File: src/rtl/fetch_unit.sv
// fetch_unit: PC owner, imem req/ack reader, single-instruction hold for the core.
// Optional FETCH_TIMEOUT_EN adds a stuck-request watchdog into ERR.
module fetch_unit #(
  parameter int ADDR_W = 16,
  parameter int DATA_W = 16,
  parameter logic [ADDR_W-1:0] RESET_PC = '0,
  parameter int TIMEOUT_CYC = 255
) (
  input  logic              clk,
  input  logic              rst,
  output logic              imem_req,
  output logic [ADDR_W-1:0] imem_addr,
  input  logic              imem_ack,
  input  logic [DATA_W-1:0] imem_rdata,
  output logic [DATA_W-1:0] instr,
  output logic              instr_valid,
  output logic              stall,
  input  logic              cpu_ready,
  input  logic              redirect,
  input  logic [ADDR_W-1:0] redirect_pc,
  input  logic              hlt_in,
  output logic [ADDR_W-1:0] pc,
  output logic              hlt,
  output logic              fetch_err
);

  typedef enum logic [1:0] {
    FETCH,
    HOLD,
    HALT,
    ERR
  } state_t;

  localparam logic [ADDR_W-1:0] EVEN =
    ~ADDR_W'(1);

  state_t state;
  state_t state_d;
  logic   in_fetch;
  logic   cap;
  logic   commit;
  logic   tmo;

  assign in_fetch = (state == FETCH);
  assign cap      = in_fetch & imem_ack;
  assign commit   = (state == HOLD) & cpu_ready;

`ifdef FETCH_TIMEOUT_EN
  localparam int CW = $clog2(TIMEOUT_CYC + 1);

  logic [CW-1:0] cnt;

  assign tmo = in_fetch & ~imem_ack &
               (cnt == CW'(TIMEOUT_CYC));

  // count unacked fetch cycles; cleared outside FETCH so each fetch starts at 0
  always_ff @(posedge clk) begin
    if (rst)
      cnt <= '0;
    else if (!in_fetch || imem_ack)
      cnt <= '0;
    else
      cnt <= cnt + CW'(1);
  end

  // sticky error flag raised by the watchdog
  always_ff @(posedge clk) begin
    if (rst)
      fetch_err <= 1'b0;
    else if (tmo)
      fetch_err <= 1'b1;
  end
`else
  logic unused_cfg;

  assign unused_cfg = ^TIMEOUT_CYC;
  assign tmo        = 1'b0;
  assign fetch_err  = 1'b0;
`endif

  // state register
  always_ff @(posedge clk) begin
    if (rst)
      state <= FETCH;
    else
      state <= state_d;
  end

  // next-state decode
  always_comb begin
    state_d = state;
    unique case (state)
      FETCH: begin
        if (imem_ack)
          state_d = HOLD;
        else if (tmo)
          state_d = ERR;
      end
      HOLD: begin
        if (cpu_ready)
          state_d = hlt_in ? HALT : FETCH;
      end
      default: state_d = state;
    endcase
  end

  // pc, held instruction and halt flag
  always_ff @(posedge clk) begin
    if (rst) begin
      pc          <= RESET_PC & EVEN;
      instr       <= '0;
      instr_valid <= 1'b0;
      hlt         <= 1'b0;
    end else begin
      if (cap) begin
        instr       <= imem_rdata;
        instr_valid <= 1'b1;
      end
      if (commit) begin
        instr_valid <= 1'b0;
        if (hlt_in)
          hlt <= 1'b1;
        else if (redirect)
          pc <= redirect_pc & EVEN;
        else
          pc <= pc + ADDR_W'(2);
      end
      if (tmo)
        hlt <= 1'b1;
    end
  end

  // reset kills the request in the same cycle
  assign imem_req  = in_fetch & ~rst;
  assign imem_addr = pc;
  assign stall     = ~instr_valid & ~hlt;

endmodule

File: config.mk
export PLATFORM = sky130hd
export DESIGN_NAME = fetch_unit
export DESIGN_NICKNAME = d
export VERILOG_FILES = /design/src/rtl/fetch_unit.sv
export SDC_FILE = /design/constraint.sdc
export NUM_CORES = 1
export LEC_CHECK = 0
export CAP_MARGIN = 20
export CORE_MARGIN = 2
export CORE_UTILIZATION = 56
export DETAILED_ROUTE_END_ITERATION = 8
export DONT_BUFFER_PORTS = 1
export HOLD_SLACK_MARGIN = 0.02
export PLACE_DENSITY = 0.73
export SLEW_MARGIN = 10
export SYNTH_ARGS = -nofsm -noshare
export SYNTH_HDL_FRONTEND = slang
export SYNTH_SLANG_ARGS = --single-unit
File: constraint.sdc
create_clock -name clk -period 1.6 [get_ports clk]
set_input_delay 0.32 -clock clk [delete_from_list [all_inputs] [get_ports clk]]
set_output_delay 0.32 -clock clk [all_outputs]
set_load 0.05 [all_outputs]
==> flow_summary.yaml, run 1 <==
timing:
  fmax_mhz: 642.9
  grt_setup_unrepaired: "true"
  setup_violations: 0
  fin_crit_sh: 0.9721
  fin_worst_skew_ns: 0.005541
  fin_crit_ns: 1.555
  worstMarginPinSlew_ns: 0.5202
  worst_slack_ns: 0.04459
  slew_headroom: 0.6527
  drv_slew: 0
  final_hold_viol_count: 0
setup_path:
  reg2reg_from: "imem_addr[1]$_SDFFE_PP0P_"
  r2r_cells: 6
  crit_required_ns: 1.87
  start_kind: "register"
  cp.arrival_ns: 1.83
  path_max_fanout: 5
  critPathCaptureType: "register"
  worst-setup-path-type: "reg2reg"
  rrSetupSlack_ns: 0.04
  r2r_end: "imem_addr[9]$_SDFFE_PP0P_"
cts:
  root_buffer: "clkbuf_4"
  path_clk_slew_ns: 0.11
  numCtsBuffers: 5
  clock_path_buffers: 2
  cts_tree: "yes"
  cts.sinks: 35
  clkLatencyLatePin_ns: 0.34
  h-tree-depth: 2
floorplanning:
  die_area_um2: 3699
  rows: 20
  die_height_um: 60.82
  start_util: 0.5922
  coreArea_um2: 3053
  io_pins: 91
  fp.dieW_um: 60.82
final_layout:
  drive_gt1_frac: 0.2082
  nets: 283
  final_util: 0.6730
  n_antenna_cell: 0
  syn_to_final_growth_pct: 13.63
  final_cell_count_no_fill: 289
yosys:
  synth-xor-area-share: 0
  syn_inst: 239
  yosys_warnings: 0
  synth_compound_area_frac: 0.1848
  syn_area_per_cell_um2: 7.565
  synthAdderAreaFrac: 0.006920
  yosysSeqAreaShare: 0.3875
  synth-seq-cells: 35
  synth_top_family_by_area: "simple AND/OR/NAND/NOR gates"
  yosys.area_share.simple: 0.2664
  synthDistinctLibCells: 38
  synth.mux.area_fraction: 0.03322
  synth_area_um2: 1808
outcome:
  status: "completed"
routing:
  drt-vias-per-instance: 5.886
  routedWlPerCell_um: 15.47
  via_count: 1701
  drt_iter0_drc: 137
  drcViolationCount: 0
  routed_wl_um: 4472
  drtAntennaViolNets: 0
  firstDrtPassIters: 4
hold_path:
  min_to: "instr[0]$_SDFFE_PP0P_"
  whs_path_depth: 1
  hold_path_startpoint: "rst"
  hold_path_class: "in2reg"
placement:
  dp_hpwl_um: 3054
  dp_slack_ns: 0.05703
  io_buffers: 0
  gp_congestion: 0.8439
  dp.cells: 279
global_route:
  grt_max_degree: 41
  antenna_found_initial: 0
  grt-ovfl-total: 0
  grt_pass1_wl_um: 6651
  grt_pass1_vias: 1558
  grt_usage: 0.2414
power:
  fin_total_pwr_mw: 1.877
  ir_worst_vdd_uv: 716.4
  p_leak_nw: 0.7355
  powerDensity_nw_per_um2: 913.4
flow_run:
  maxCapViolations: 0
layout make-up:
| type | instances | area [um2] |
|---|---|---|
| Clock buffer | 7 | 55.05 |
| Inverter | 3 | 11.26 |
| Timing Repair Buffer | 31 | 257.7 |
| Multi-Input combinational cell | 168 | 947.2 |
| Clock inverter | 1 | 8.758 |
| Sequential cell | 35 | 719.4 |
| Tap cell | 44 | 55.05 |
| Fill cell | 274 | 998.5 |
sequential cells by signal, indices dropped and copies added (netlist names):
signal,flops
imem_addr,15
hlt,1
instr_valid,1
instr,16
state,2
repair_timing:
action                                  4_1_cts  5_1_grt
hold endpoints to repair                      5        4
buffers inserted                              0        0
hold buffers                                  1        1
endpoints found under the setup margin        0        5
gates resized for setup                       0        8
routing by layer:
metal  up-vias  part of all wire  track usage
li1        825                 -            -
met1       792              0.40       0.2572
met2        75              0.51       0.4347
met3         9             0.076      0.07676
met4         0             0.017       0.1056
met5         -                 0            0
where the power goes:
part           leakage [nW]  internal, mW  switching [mW]  total (mW)
registers             0.291         0.912           0.128        1.04
logic                 0.409        0.0986           0.218       0.317
clock network        0.0355         0.218           0.302       0.520
critical path, stage by stage, from the launching register on:
cell and delay (ns):
dfxtp_4 0.38, ha_1 0.16, buf_4 0.12, nand4b_1 0.20, o311ai_2 0.28, o21ai_0 0.16, a21oi_1 0.17
Yosys cell counts:
cell type / count / area share
nand2_1: 48 / 0.10
dfxtp_1: 35 / 0.39
a21oi_1: 27 / 0.075
buf_4: 18 / 0.075
clkbuf_1: 12 / 0.025
nor2_1: 12 / 0.025
nand3_1: 10 / 0.028
o21ai_0: 9 / 0.025
a31oi_1: 7 / 0.024
nor3_1: 7 / 0.019
mux2i_1: 6 / 0.033
nor4_1: 5 / 0.017
buf_2: 4 / 0.011
nor2b_1: 4 / 0.014
inv_1: 3 / 0.0062
nand4_1: 3 / 0.010
o31ai_1: 3 / 0.012
a211oi_1: 2 / 0.0083
a2bb2oi_1: 2 / 0.0097
nand2b_1: 2 / 0.0069
nor3b_1: 2 / 0.0083
o21bai_1: 2 / 0.0083
a21boi_0: 1 / 0.0042
a21o_1: 1 / 0.0042
a22oi_1: 1 / 0.0042
a32oi_1: 1 / 0.0048
and2_1: 1 / 0.0035
and3_1: 1 / 0.0035
buf_1: 1 / 0.0021
conb_1: 1 / 0.0021
ha_1: 1 / 0.0069
nand4_2: 1 / 0.0069
nand4b_1: 1 / 0.0048
nand4bb_1: 1 / 0.0062
nor4bb_1: 1 / 0.0055
o311ai_0: 1 / 0.0048
or3_1: 1 / 0.0035
or4_1: 1 / 0.0042
per-stage QoR:
step / hold WS, ns / cell area [um2] / setup TNS [ns]
6_report: 0.03724 / 2054 / 0
5_1_grt: 0.02249 / 2054 / -0.09277
4_1_cts: 0.02257 / 2007 / 0
2_1_floorplan: 0.4560 / 1837 / -0.2717
3_3_place_gp: 0.3860 / 1933 / 0
3_5_place_dp: 0.3906 / 1933 / 0
worst max-delay path by stage:
stage	from	to	slack, ns	depth (start not counted)
floorplan	imem_addr[5]$_SDFFE_PP0P_	imem_addr[10]$_SDFFE_PP0P_	-0.15	5
global placement	hlt_in	imem_addr[10]$_SDFFE_PP0P_	0.09	4
detailed placement	hlt_in	imem_addr[10]$_SDFFE_PP0P_	0.06	4
CTS	imem_addr[5]$_SDFFE_PP0P_	imem_addr[10]$_SDFFE_PP0P_	0.04	4
global route	imem_addr[1]$_SDFFE_PP0P_	imem_addr[9]$_SDFFE_PP0P_	-0.06	6
finish	imem_addr[1]$_SDFFE_PP0P_	imem_addr[9]$_SDFFE_PP0P_	0.04	6
kinds of logic after synthesis:
family                   Yosys count
other                              1
multiplexers                       6
buffers and inverters             38
adder cells (fa/ha/maj)            1
flip-flops                        35
AND/OR/NAND/NOR                  101
AO/OA/AOI/OAI                     57
placed cells by master (no fill, tap or decap), types with 2 or more instances in the layout:
master,count
nand3_1,10
o31ai_1,3
nor3b_1,2
buf_6,2
nor2_1,12
dfxtp_1,26
nand2b_1,2
dfxtp_2,6
mux2i_1,6
nand2_1,48
nand4_1,3
a31oi_1,7
nor4_1,4
buf_4,26
a211oi_1,2
conb_1,3
dfxtp_4,3
nor3_1,6
o21ai_0,9
a21oi_1,27
inv_1,3
nor2b_1,4
dlygate4sd3_1,2
clkbuf_4,5
a2bb2oi_1,2
o21bai_1,2
No activity file was read; power rests on OpenSTA's default activity.
==> run 2: changes to the inputs <==
CORE_UTILIZATION = 36   (was 56)
CTS_CLUSTER_SIZE = 10   (was not set)
DONT_BUFFER_PORTS = not set   (was 1)
PLACE_DENSITY = 0.75   (was 0.73)
==> run 2 against run 1 <==
  * Worst setup slack better by 0.055 ns
  * Critical path depth fell by 1
  * Wire length grew 15%
  * Utilization rose by 0.91 points
  * Fmax increased by 3.6%
  * Register-to-register slack gained 0.05 ns
  * Via count is 17% higher
  * First-iteration DRC count increased by 49%
  * Final area up 59%
  * Die area up 52%
  * Critical path type unchanged
  * Critical endpoint is now imem_addr[15]$_SDFFE_PP0P_
  * Highest routed layer unchanged
==> flow_summary.yaml, run 2 (synthesis gave the netlist of run 1 again) <==
outcome:
  status: "completed"
setup_path:
  cpPeakStageDelay_ns: 0.37
  cp.depth: 5
  path_max_fanout: 5
  crit_required_ns: 1.78
  cp.arrival_ns: 1.68
  path_cells: "ha_1, nand3_1, nor4_1, mux2i_1, a31oi_1"
  start_kind: "register"
  critPathTopFamily: "simple AND/OR/NAND/NOR gates"
  critPathSlowestCell: "dfxtp_4"
  critPathCaptureType: "register"
  path_buf_inv: 0
  worst-setup-path-type: "reg2reg"
  r2r_cells: 5
global_route:
  grt_pass1_wl_um: 8438
  grt_max_degree: 27
  antenna_found_initial: 0
  grt_pass1_vias: 1855
  grt_usage: 0.1959
  grt-ovfl-total: 0
final_layout:
  largest_reg_flops: 16
  fin_area_um2: 3264
  drive_gt1_frac: 0.3174
  nFillCells: 394
  final_common_cell: "buf_4"
  final_cell_mix: "buf_4 (51), nand2_1 (48), clkdlybuf4s50_1 (34)"
  syn_to_final_growth_pct: 80.55
  final_cell_count_no_fill: 401
  top_register: "instr"
  final_util: 0.6821
  n_antenna_cell: 0
  nets: 373
flow_run:
  maxCapViolations: 0
routing:
  drt-vias-per-instance: 4.978
  drt_iter0_drc: 204
  routedWlPerCell_um: 12.84
  via_count: 1996
  drcViolationCount: 0
  routed_wl_um: 5148
  firstDrtPassIters: 4
  drtAntennaViolNets: 0
timing:
  whs_ns: 0.4549
  final_hold_viol_count: 0
  grt_setup_unrepaired: "true"
  fin_crit_ns: 1.501
  fmax_mhz: 666.3
  worstMarginPinSlew_ns: 0.5230
  worst_slack_ns: 0.09914
  drv_slew: 0
  fin_crit_sh: 0.9380
  fin_worst_skew_ns: 0.007361
  fin_setup_tns_ns: 0
  slew_headroom: 0.6505
  setup_violations: 0
floorplanning:
  start_util: 0.3778
  fp.dieW_um: 74.87
  die_height_um: 74.87
  io_pins: 91
  coreArea_um2: 4786
  rows: 25
  die_area_um2: 5605
cts:
  clock_path_buffers: 2
  cts.sinks: 35
  clkLatencyLatePin_ns: 0.29
  root_buffer: "clkbuf_8"
  numCtsBuffers: 5
  path_clk_slew_ns: 0.07
  cts_tree: "yes"
  h-tree-depth: 2
placement:
  dp_hpwl_um: 3874
  gp_congestion: 0.7740
  place_area_um2: 3088
  dp.cells: 390
  io_buffers: 86
  dp_slack_ns: -0.3650
power:
  p_seq_frac: 0.414
  clockPowerShare: 0.283
  powerDensity_nw_per_um2: 703.2
  swShare: 0.3183
  p_int_mw: 1.565
  power_frac_comb: 0.304
  fin_total_pwr_mw: 2.296
  power.switching_mw: 0.7308
  ir_worst_vdd_uv: 527.2
  p_leak_nw: 1.282
hold_path:
  hold_path_class: "reg2reg"
  whs_path_depth: 2
## run 2: cell types whose count changed in the layout (fill, tap and decap cells not counted), moves of 2 or more
cell and delta:
clkbuf_8 +5, dlygate4sd3_1 -2, dfxtp_2 +2, clkbuf_4 -5
buf_4 +25, buf_12 +30, clkdlybuf4s50_1 +34
## run 2: final timing paths
check | from | slack, ns | to
worst max-delay path | imem_addr[1]$_SDFFE_PP0P_ | 0.1 | imem_addr[15]$_SDFFE_PP0P_
worst min-delay path | instr[1]$_SDFFE_PP0P_ | 0.45 | instr[1]$_SDFFE_PP0P_
worst min register to register | instr[1]$_SDFFE_PP0P_ | 0.45 | instr[1]$_SDFFE_PP0P_
worst max register to register | imem_addr[1]$_SDFFE_PP0P_ | 0.1 | imem_addr[15]$_SDFFE_PP0P_
## run 2: routing by layer
metal	share of wire	GRT usage
met5	0	0
met4	0.014	0.06944
met3	0.090	0.06961
met2	0.48	0.3168
met1	0.42	0.2419
## run 2: cell type report
cell class	count	area, um2	area share
Clock buffer	6	82.58	0.02530
Clock inverter	1	5.005	0.001533
Inverter	3	11.26	0.003450
Multi-Input combinational cell	168	950.9	0.2913
Sequential cell	35	718.2	0.2200
Tap cell	67	83.83	0.02568
Timing Repair Buffer	121	1413	0.4327
## run 2: worst reg2reg max path, delay by kind of cell, from the launching register on
kind	cells	cell delay [ns]
AOI/OAI and AO/OA	1	0.09
adders and majority gates	1	0.17
DFF	1	0.37
and+or+nand+nor	2	0.54
muxes	1	0.22
## run 2: power groups by stage
stage | Combinational [mW] | Sequential [mW] | Clock (mW)
after global routing | 0.741 | 0.956 | 0.711
after CTS | 0.690 | 0.948 | 0.673
after detailed placement | 0.684 | 0.967 | 0
after floorplan | 0.225 | 1.11 | 0
final | 0.697 | 0.950 | 0.649
after global placement | 0.677 | 0.965 | 0
## run 2: repair_timing
action / in CTS / in global routing
pin swaps: 1 / 7
gates resized for setup: 2 / 8
setup endpoints to repair: 1 / 12
setup buffers: 1 / 3
hold buffers: 0 / 0
